===== src/rtl/alu_pkg.sv =====
// Shared definitions for the ALU sharing block: ALU op codes, FSM encoding
// and the legal-op test used to flag unsupported operations.
package alu_pkg;

  localparam logic [3:0] OP_AND = 4'b0000;
  localparam logic [3:0] OP_OR  = 4'b0001;
  localparam logic [3:0] OP_ADD = 4'b0010;
  localparam logic [3:0] OP_SUB = 4'b0100;
  localparam logic [3:0] OP_SLT = 4'b1000;

  typedef enum logic [1:0] {
    ST_IDLE = 2'd0,
    ST_EXEC = 2'd1,
    ST_RESP = 2'd2
  } state_t;

  function automatic logic op_is_legal(input logic [3:0] op);
    logic legal;
    legal = 1'b0;
    case (op)
      OP_AND, OP_OR, OP_ADD, OP_SUB, OP_SLT: legal = 1'b1;
      default:                               legal = 1'b0;
    endcase
    return legal;
  endfunction

endpackage


===== src/rtl/rr_arbiter.sv =====
// Combinational round-robin picker: first asserted request at or after the
// pointer, wrapping from NUM_REQ-1 back to 0.
module rr_arbiter #(
  parameter int NUM_REQ = 2,
  parameter int ID_W    = $clog2(NUM_REQ)
) (
  input  logic [NUM_REQ-1:0] req_i,
  input  logic [ID_W-1:0]    ptr_i,
  output logic [NUM_REQ-1:0] grant_o,
  output logic [ID_W-1:0]    grant_idx_o,
  output logic               grant_any_o
);

  logic [ID_W-1:0] cand;
  logic            found;

  always_comb begin
    grant_o     = '0;
    grant_idx_o = '0;
    found       = 1'b0;
    cand        = '0;
    for (int k = 0; k < NUM_REQ; k++) begin
      cand = ID_W'((int'(ptr_i) + k) % NUM_REQ);
      if (!found && req_i[cand]) begin
        found         = 1'b1;
        grant_o[cand] = 1'b1;
        grant_idx_o   = cand;
      end
    end
    grant_any_o = found;
  end

endmodule


===== src/rtl/alu_share_arbiter.sv =====
// Shares one external combinational ALU among NUM_REQ requesters with
// round-robin arbitration and one registered operation in flight at a time.
module alu_share_arbiter
  import alu_pkg::*;
#(
  parameter int NUM_REQ = 2,
  parameter int ID_W    = $clog2(NUM_REQ)
) (
  input  logic                  clk,
  input  logic                  reset_n,
  input  logic [NUM_REQ-1:0]    req_valid,
  output logic [NUM_REQ-1:0]    req_ready,
  input  logic [NUM_REQ*32-1:0] req_a,
  input  logic [NUM_REQ*32-1:0] req_b,
  input  logic [NUM_REQ*4-1:0]  req_op,
  output logic [NUM_REQ-1:0]    rsp_valid,
  input  logic [NUM_REQ-1:0]    rsp_ready,
  output logic [31:0]           rsp_result,
  output logic                  rsp_zero,
  output logic                  rsp_err,
  output logic [31:0]           alu_a,
  output logic [31:0]           alu_b,
  output logic [3:0]            alu_ctrl,
  input  logic [31:0]           alu_result,
  input  logic                  alu_zero,
  output logic                  busy,
  output logic [1:0]            dbg_state
);

  // Handshakes: a request transfers on the rising edge where req_valid[i] and
  // req_ready[i] are both high; a response transfers on the edge where
  // rsp_valid[i] and rsp_ready[i] are both high. Ready never waits on valid
  // of the same channel combinationally beyond the arbitration decision.

  state_t          state_q, state_d;
  logic [ID_W-1:0] rr_ptr_q, rr_ptr_d;
  logic [ID_W-1:0] gnt_q, gnt_d;
  logic [31:0]     a_q, a_d;
  logic [31:0]     b_q, b_d;
  logic [3:0]      op_q, op_d;
  logic [31:0]     res_q, res_d;
  logic            zero_q, zero_d;
  logic            err_q, err_d;

  logic [NUM_REQ-1:0] arb_grant;
  logic [ID_W-1:0]    arb_idx;
  logic               arb_any;

  logic [31:0] sel_a;
  logic [31:0] sel_b;
  logic [3:0]  sel_op;
  logic        sel_rsp_ready;
  logic [NUM_REQ-1:0] gnt_onehot;

  rr_arbiter #(
    .NUM_REQ (NUM_REQ),
    .ID_W    (ID_W)
  ) u_rr_arbiter (
    .req_i       (req_valid),
    .ptr_i       (rr_ptr_q),
    .grant_o     (arb_grant),
    .grant_idx_o (arb_idx),
    .grant_any_o (arb_any)
  );

  // Payload of the requester the arbiter is currently pointing at.
  always_comb begin
    sel_a  = '0;
    sel_b  = '0;
    sel_op = '0;
    for (int i = 0; i < NUM_REQ; i++) begin
      if (arb_idx == ID_W'(i)) begin
        sel_a  = req_a[32*i +: 32];
        sel_b  = req_b[32*i +: 32];
        sel_op = req_op[4*i +: 4];
      end
    end
  end

  // Only the owner's rsp_ready can retire a response.
  always_comb begin
    sel_rsp_ready = 1'b0;
    gnt_onehot    = '0;
    for (int i = 0; i < NUM_REQ; i++) begin
      if (gnt_q == ID_W'(i)) begin
        sel_rsp_ready = rsp_ready[i];
        gnt_onehot[i] = 1'b1;
      end
    end
  end

  always_comb begin
    state_d   = state_q;
    rr_ptr_d  = rr_ptr_q;
    gnt_d     = gnt_q;
    a_d       = a_q;
    b_d       = b_q;
    op_d      = op_q;
    res_d     = res_q;
    zero_d    = zero_q;
    err_d     = err_q;
    req_ready = '0;
    rsp_valid = '0;
    case (state_q)
      ST_IDLE: begin
        if (arb_any) begin
          // Gated by reset_n so every output reads 0 while reset is held.
          req_ready = arb_grant & {NUM_REQ{reset_n}};
          gnt_d     = arb_idx;
          a_d       = sel_a;
          b_d       = sel_b;
          op_d      = sel_op;
          rr_ptr_d  = (arb_idx == ID_W'(NUM_REQ - 1)) ? '0 : arb_idx + ID_W'(1);
          state_d   = ST_EXEC;
        end
      end
      ST_EXEC: begin
        res_d   = alu_result;
        zero_d  = alu_zero;
        err_d   = !op_is_legal(op_q);
        state_d = ST_RESP;
      end
      ST_RESP: begin
        rsp_valid = gnt_onehot;
        if (sel_rsp_ready) begin
          state_d = ST_IDLE;
        end
      end
      default: begin
        state_d = ST_IDLE;
      end
    endcase
  end

  always_ff @(posedge clk or negedge reset_n) begin
    if (!reset_n) begin
      state_q  <= ST_IDLE;
      rr_ptr_q <= '0;
      gnt_q    <= '0;
      a_q      <= '0;
      b_q      <= '0;
      op_q     <= '0;
      res_q    <= '0;
      zero_q   <= 1'b0;
      err_q    <= 1'b0;
    end else begin
      state_q  <= state_d;
      rr_ptr_q <= rr_ptr_d;
      gnt_q    <= gnt_d;
      a_q      <= a_d;
      b_q      <= b_d;
      op_q     <= op_d;
      res_q    <= res_d;
      zero_q   <= zero_d;
      err_q    <= err_d;
    end
  end

  assign alu_a      = a_q;
  assign alu_b      = b_q;
  assign alu_ctrl   = op_q;
  assign rsp_result = res_q;
  assign rsp_zero   = zero_q;
  assign rsp_err    = err_q;
  assign busy       = (state_q != ST_IDLE);
  assign dbg_state  = state_q;

endmodule


===== config.mk =====
export PLATFORM = sky130hd
export DESIGN_NAME = alu_share_arbiter
export DESIGN_NICKNAME = d
export VERILOG_FILES = /design/src/rtl/alu_pkg.sv /design/src/rtl/rr_arbiter.sv /design/src/rtl/alu_share_arbiter.sv
export SDC_FILE = /design/constraint.sdc
export NUM_CORES = 1
export LEC_CHECK = 0
export BUFFER_PORTS_ARGS = -buffer_cell sky130_fd_sc_hd__buf_2
export CORE_MARGIN = 3
export CORE_UTILIZATION = 30
export CTS_CLUSTER_DIAMETER = 150
export DETAILED_ROUTE_END_ITERATION = 12
export GPL_ROUTABILITY_DRIVEN = 0
export SYNTH_ARGS = -nofsm -noshare
export SYNTH_HDL_FRONTEND = slang
export SYNTH_SLANG_ARGS = --single-unit

===== constraint.sdc =====
create_clock -name clk -period 1.77 [get_ports clk]
set_input_delay 0.2655 -clock clk [delete_from_list [all_inputs] [get_ports clk]]
set_output_delay 0.2655 -clock clk [all_outputs]
set_load 0.03 [all_outputs]

* After elaboration in Yosys (flattened, before gate mapping) *
Cells that the tools add are included.

word-level totals
  bits in writable memories = 0
  bits in registers = 106
  memories = 0
  input bits = 175
  output and inout bits = 109
  ROM bits = 0
  word-level logic and storage cells = 65
  bits in latches = 0

operators by class
  $lt $le $gt $ge = 4
  divide/modulo/power cells = 0
  multiplexer cells = 29
  eq/ne operators = 8
  reduce and logical (&&, ||, !) cells = 11
  add/subtract/negate cells = 2
  $mul = 0
  bitwise operators = 2
  shift operators = 0

operators by type and width
  cell                                                                          count
  32-bit 2-to-1 mux                                                             2
  1-bit 2-to-1 mux                                                              16
  2-bit 2-to-1 mux                                                              7
  2-bit case mux with 3 select lines                                            1
  5-bit OR reduction                                                            1
  4-bit by 1-bit == test with 1-bit output, second input constant               1
  4-bit by 2-bit == test with 1-bit output, second input constant               1
  4-bit by 3-bit == test with 1-bit output, second input constant               1
  4-bit == test, second input constant                                          1
  4-bit logical NOT                                                             1
  1-bit by 2-bit less-than comparator with 1-bit output, second input constant  2
  4-bit 2-to-1 mux                                                              1
  2-bit inequality test, second input constant                                  2
  2-bit AND reduction                                                           2
  1-bit logical AND                                                             3
  1-bit adder, second input constant                                            2
  2-bit AND                                                                     1
  1-bit demux with 1-bit select                                                 2
  2-bit by 1-bit == test with 1-bit output, second input constant               1
  2-bit == test, second input constant                                          1
  1-bit >= comparator, second input constant                                    2
  1-bit logical NOT                                                             2
  2-bit logical NOT                                                             1
  2-bit OR                                                                      1
  2-bit nonzero test                                                            1

* Logic depth before layout (Yosys ltp) *
  depth in word-level cells = 10
  mapped depth = 6
  depth with buffers taken out = 3

* Hierarchy *
From an unflattened synthesis, not the netlist that was laid out.

second synthesis, totals
  cells, all modules = 394
  area total of the unflattened synthesis = 4599.4 um^2

modules (own cells, without submodules)
  module             sequential area each (um^2)  area each (um^2)  times used  cells each
  alu_share_arbiter  2652.5                       4566.9            1           389
  rr_arbiter         0.0                          32.5              1           5

* Worst setup path before layout *
No wires, ideal clock.

  path type = register to output
  from = reg state_q[1] (netlist: dbg_state[1])
  to = out req_ready[1]
  stages on the path, launching flop included = 6
  buffers on the path = 2
  path slack = -41 ps
  arrival time = 1545 ps
  data required time = 1505 ps
  cell sequence = dfrtp_1 > nor2_2 > and3_1 > buf_2 > buf_2 > and2_1

on the way
  word-level cells in the longest chain between the ends = 2

RTL lines
  element                 line                      text
  start, declared         alu_share_arbiter.sv:35   state_t state_q, state_d;
  start signal, assigned  alu_share_arbiter.sv:147  state_q <= state_d;
  2-bit logical NOT       alu_share_arbiter.sv:104  case (state_q)
  2-bit 2-to-1 mux        alu_share_arbiter.sv:104
  end, declared           alu_share_arbiter.sv:12   output logic [NUM_REQ-1:0] req_ready,

No other way between the ends.

* Worst setup path in the final report *
  from = reg state_q[1] (netlist: dbg_state[1])
  to = out req_ready[0]

The elaborated chain is that of the path after synthesis.

==> flow_metrics.tcl <==
set metrics [dict create \
    drc 0 \
    io_buffers 283 \
    setup_slack_ns -0.00915 \
    clockRootBuffer "clkbuf_16" \
    min_period_ns 1.78 \
    hold_violations 0 \
    dp_cells 778 \
    yosysSeqAreaShare 0.579 \
    yosys-top-cells-count "dfrtp_1 (106), a221o_1 (68), a21boi_0 (66)" \
    clockPowerShare 0.149 \
    status "finished with violations" \
    die_w_um 130 \
    track_usage 0.173 \
    regArea_mm2 0.00265 \
    yosysTopAreaCell "dfrtp_1" \
    start_util 0.310 \
    dr.pass1.iters 4 \
    hp-class "primary input to flip-flop" \
    rsz0062_at_grt "yes" \
    worst_setup_hold_path_clk_slew_ns 0.08 \
    place_ws_ns 0.117 \
    overflow 0 \
    synth_ff_type "dfrtp_1" \
    crit_fanout 5 \
    grt_pass1_vias 4355 \
    fin_cells 803 \
    io_pins 284 \
    internal_power_mw 7.56 \
    syn_inst 334 \
    fin_skew_ns 0.00870 \
    finalMaxSlewViolations 0 \
    grt_max_degree 45 \
    ir_drop_mv 0.879 \
    fillerInstances 1378 \
    area_delta_synth_final_pct 42.8 \
    multiInputGateArea_mm2 0.00171 \
    violations "setup timing" \
    drv_cap 0 \
    synth_most_common_cell "dfrtp_1" \
    clock.fmax_mhz 562 \
    die_h_um 130 \
    final_layout_size_suffix_gt1_frac 0.579 \
    numCtsBuffers 9 \
    cts.path.max_buffers 2 \
    syn-cell-area_mm2 0.00458 \
    period_share 1.01 \
    setup.worst_path.start_class "flip-flop" \
    routedWlPerCell_um 18.6 \
    antenna_found_initial 0 \
    p_switching_mw 6.19 \
    power_frac_comb 0.536 \
    ys_seq_elements 106 \
    required_ns 1.50 \
    vias 4076 \
    core-area_mm2 0.0148 \
    cp.arrival_ns 1.51 \
    synth_top_area_frac 0.579 \
    pwr-share-seq 0.315 \
    synth_edf_count 0 \
    routed_wl_um 15000 \
    syn_area_per_cell_um2 13.7 \
    cts_tree "built" \
    dp_hpwl_um 11400 \
    drt_iter0_drc 129 \
    ys_warn_count 0 \
    worstSetupPathType "flip-flop to output pin" \
    drtAntennaViolNets 0 \
    cellPowerDensity_mw_per_mm2 2100 \
    grt_pass1_wl_um 22500 \
    clk_latency_ns 0.34 \
    fp-row-count 44 \
    nets 788 \
    maxSlewHeadroom 0.691 \
    dieArea_mm2 0.0168 \
    setup_violations 2 \
    switching_share 0.450 \
    ys_async_sr_fraction 1.00 \
    syn_nets 509 \
    via_per_inst 5.08 \
    synth_cell_types 20 \
    endpoint_kind "output pin" \
    synth_area_leaders "dfrtp_1 (58%), a221o_1 (15%), a21boi_0 (11%)" \
    cts.sinks 106 \
    leakage_nw 3.29 \
    worstMarginPinSlew_ns 0.463 \
    h-tree-depth 3 \
]
-- worst paths after layout --
path / start / endpoint / slack (ns) / cells after the start
min in group asynchronous: reset_n / rsp_result[19]$_DFFE_PN0N_ / 0.35 / 2
max reg2reg: dbg_state[1]$_DFFE_PN0P_ / alu_b[28]$_DFFE_PN0P_ / 0.14 / 5
max: dbg_state[1]$_DFFE_PN0P_ / req_ready[0] / -0.009 / 4
max in group asynchronous: reset_n / alu_a[14]$_DFFE_PN0P_ / 0.66 / 3
min reg2reg: rsp_result[6]$_DFFE_PN0N_ / rsp_result[6]$_DFFE_PN0N_ / 0.50 / 1
min: req_b[48] / alu_b[16]$_DFFE_PN0P_ / 0.15 / 2
-- power groups by stage --
stage	clock, mW	combinational, mW	sequential, mW
floorplan	0	2.77	6.58
global placement	0	7.09	4.32
detailed placement	0	7.22	4.34
CTS	2.14	7.30	4.33
global route	2.24	7.89	4.46
finish	2.05	7.37	4.32
-- what timing repair did --
| action | CTS | global route |
|---|---|---|
| endpoints found under the setup margin | 3 | 3 |
| buffers inserted | 3 | 4 |
| resized for setup | 3 | 11 |
| pin swaps | 1 | 3 |
| hold buffers | 1 | 0 |
| hold endpoints to repair | 16 | 0 |
-- worst max-delay path, stage by stage, from the launching register on --
cell and delay (ns):
dfrtp_1 0.43, nor2_4 0.24, and3_4 0.24, and2_4 0.14, buf_6 0.12
-- state kept, by name (all words and copies together) (netlist names) --
signal	flops
alu_a	32
alu_b	32
alu_ctrl	4
dbg_state	2
gnt_q	1
rr_ptr_q	1
rsp_err	1
rsp_result	32
rsp_zero	1
-- routing by layer --
layer | share of wire | track usage | vias up | wire length (um)
li1 | - | - | 1867 | -
met1 | 0.41 | 0.216 | 1954 | 6140
met2 | 0.47 | 0.282 | 230 | 7100
met3 | 0.086 | 0.0437 | 25 | 1300
met4 | 0.029 | 0.0813 | 0 | 437
met5 | 0 | 0 | - | 0
-- cells by family after synthesis --
| kind of cell | Yosys count | synth area share |
|---|---|---|
| compound gates | 142 | 0.269 |
| flops | 106 | 0.579 |
| buf+inv | 38 | 0.0511 |
| mux | 34 | 0.0836 |
| simple gates | 14 | 0.0164 |
-- layout make-up --
class,instances,share of cell area
multi-input cells,190,0.262
inverters,3,0.00172
repair buffers,303,0.248
diodes,1,0.000383
clock inverters,7,0.0128
flip-flops and latches,106,0.406
well taps,184,0.0352
clock buffers,9,0.0344
-- metrics by stage --
| stage | area (um^2) | hold WS [ns] | utilization | total power [mW] | TNS, ns |
|---|---|---|---|---|---|
| after floorplan | 4580 | -0.0301 | - | 9.35 | 0 |
| after global placement | 6120 | 0.181 | 0.415 | 11.4 | 0 |
| after detailed placement | 6120 | 0.179 | 0.415 | 11.6 | 0 |
| after global routing | 6540 | 0.131 | 0.443 | 14.6 | -0.218 |
| after CTS | 6470 | 0.122 | 0.438 | 13.8 | 0 |
| final | 6540 | 0.146 | 0.443 | 13.7 | -0.0138 |
-- cells in the final DEF, fill, tap and decap left out, drive strengths merged, types with 2 or more instances in the layout --
cell type	synthesis	layout
a211oi	2	2
a221o	68	68
a21o	2	2
nand2	3	3
nor2	3	3
a21boi	68	68
nand2b	3	3
mux2	34	34
and3	2	2
inv	3	6
clkinv	0	2
buf	23	302
clkbuf	12	9
dfrtp	106	106
and2	2	2
Power figures use the tool's default switching activity.
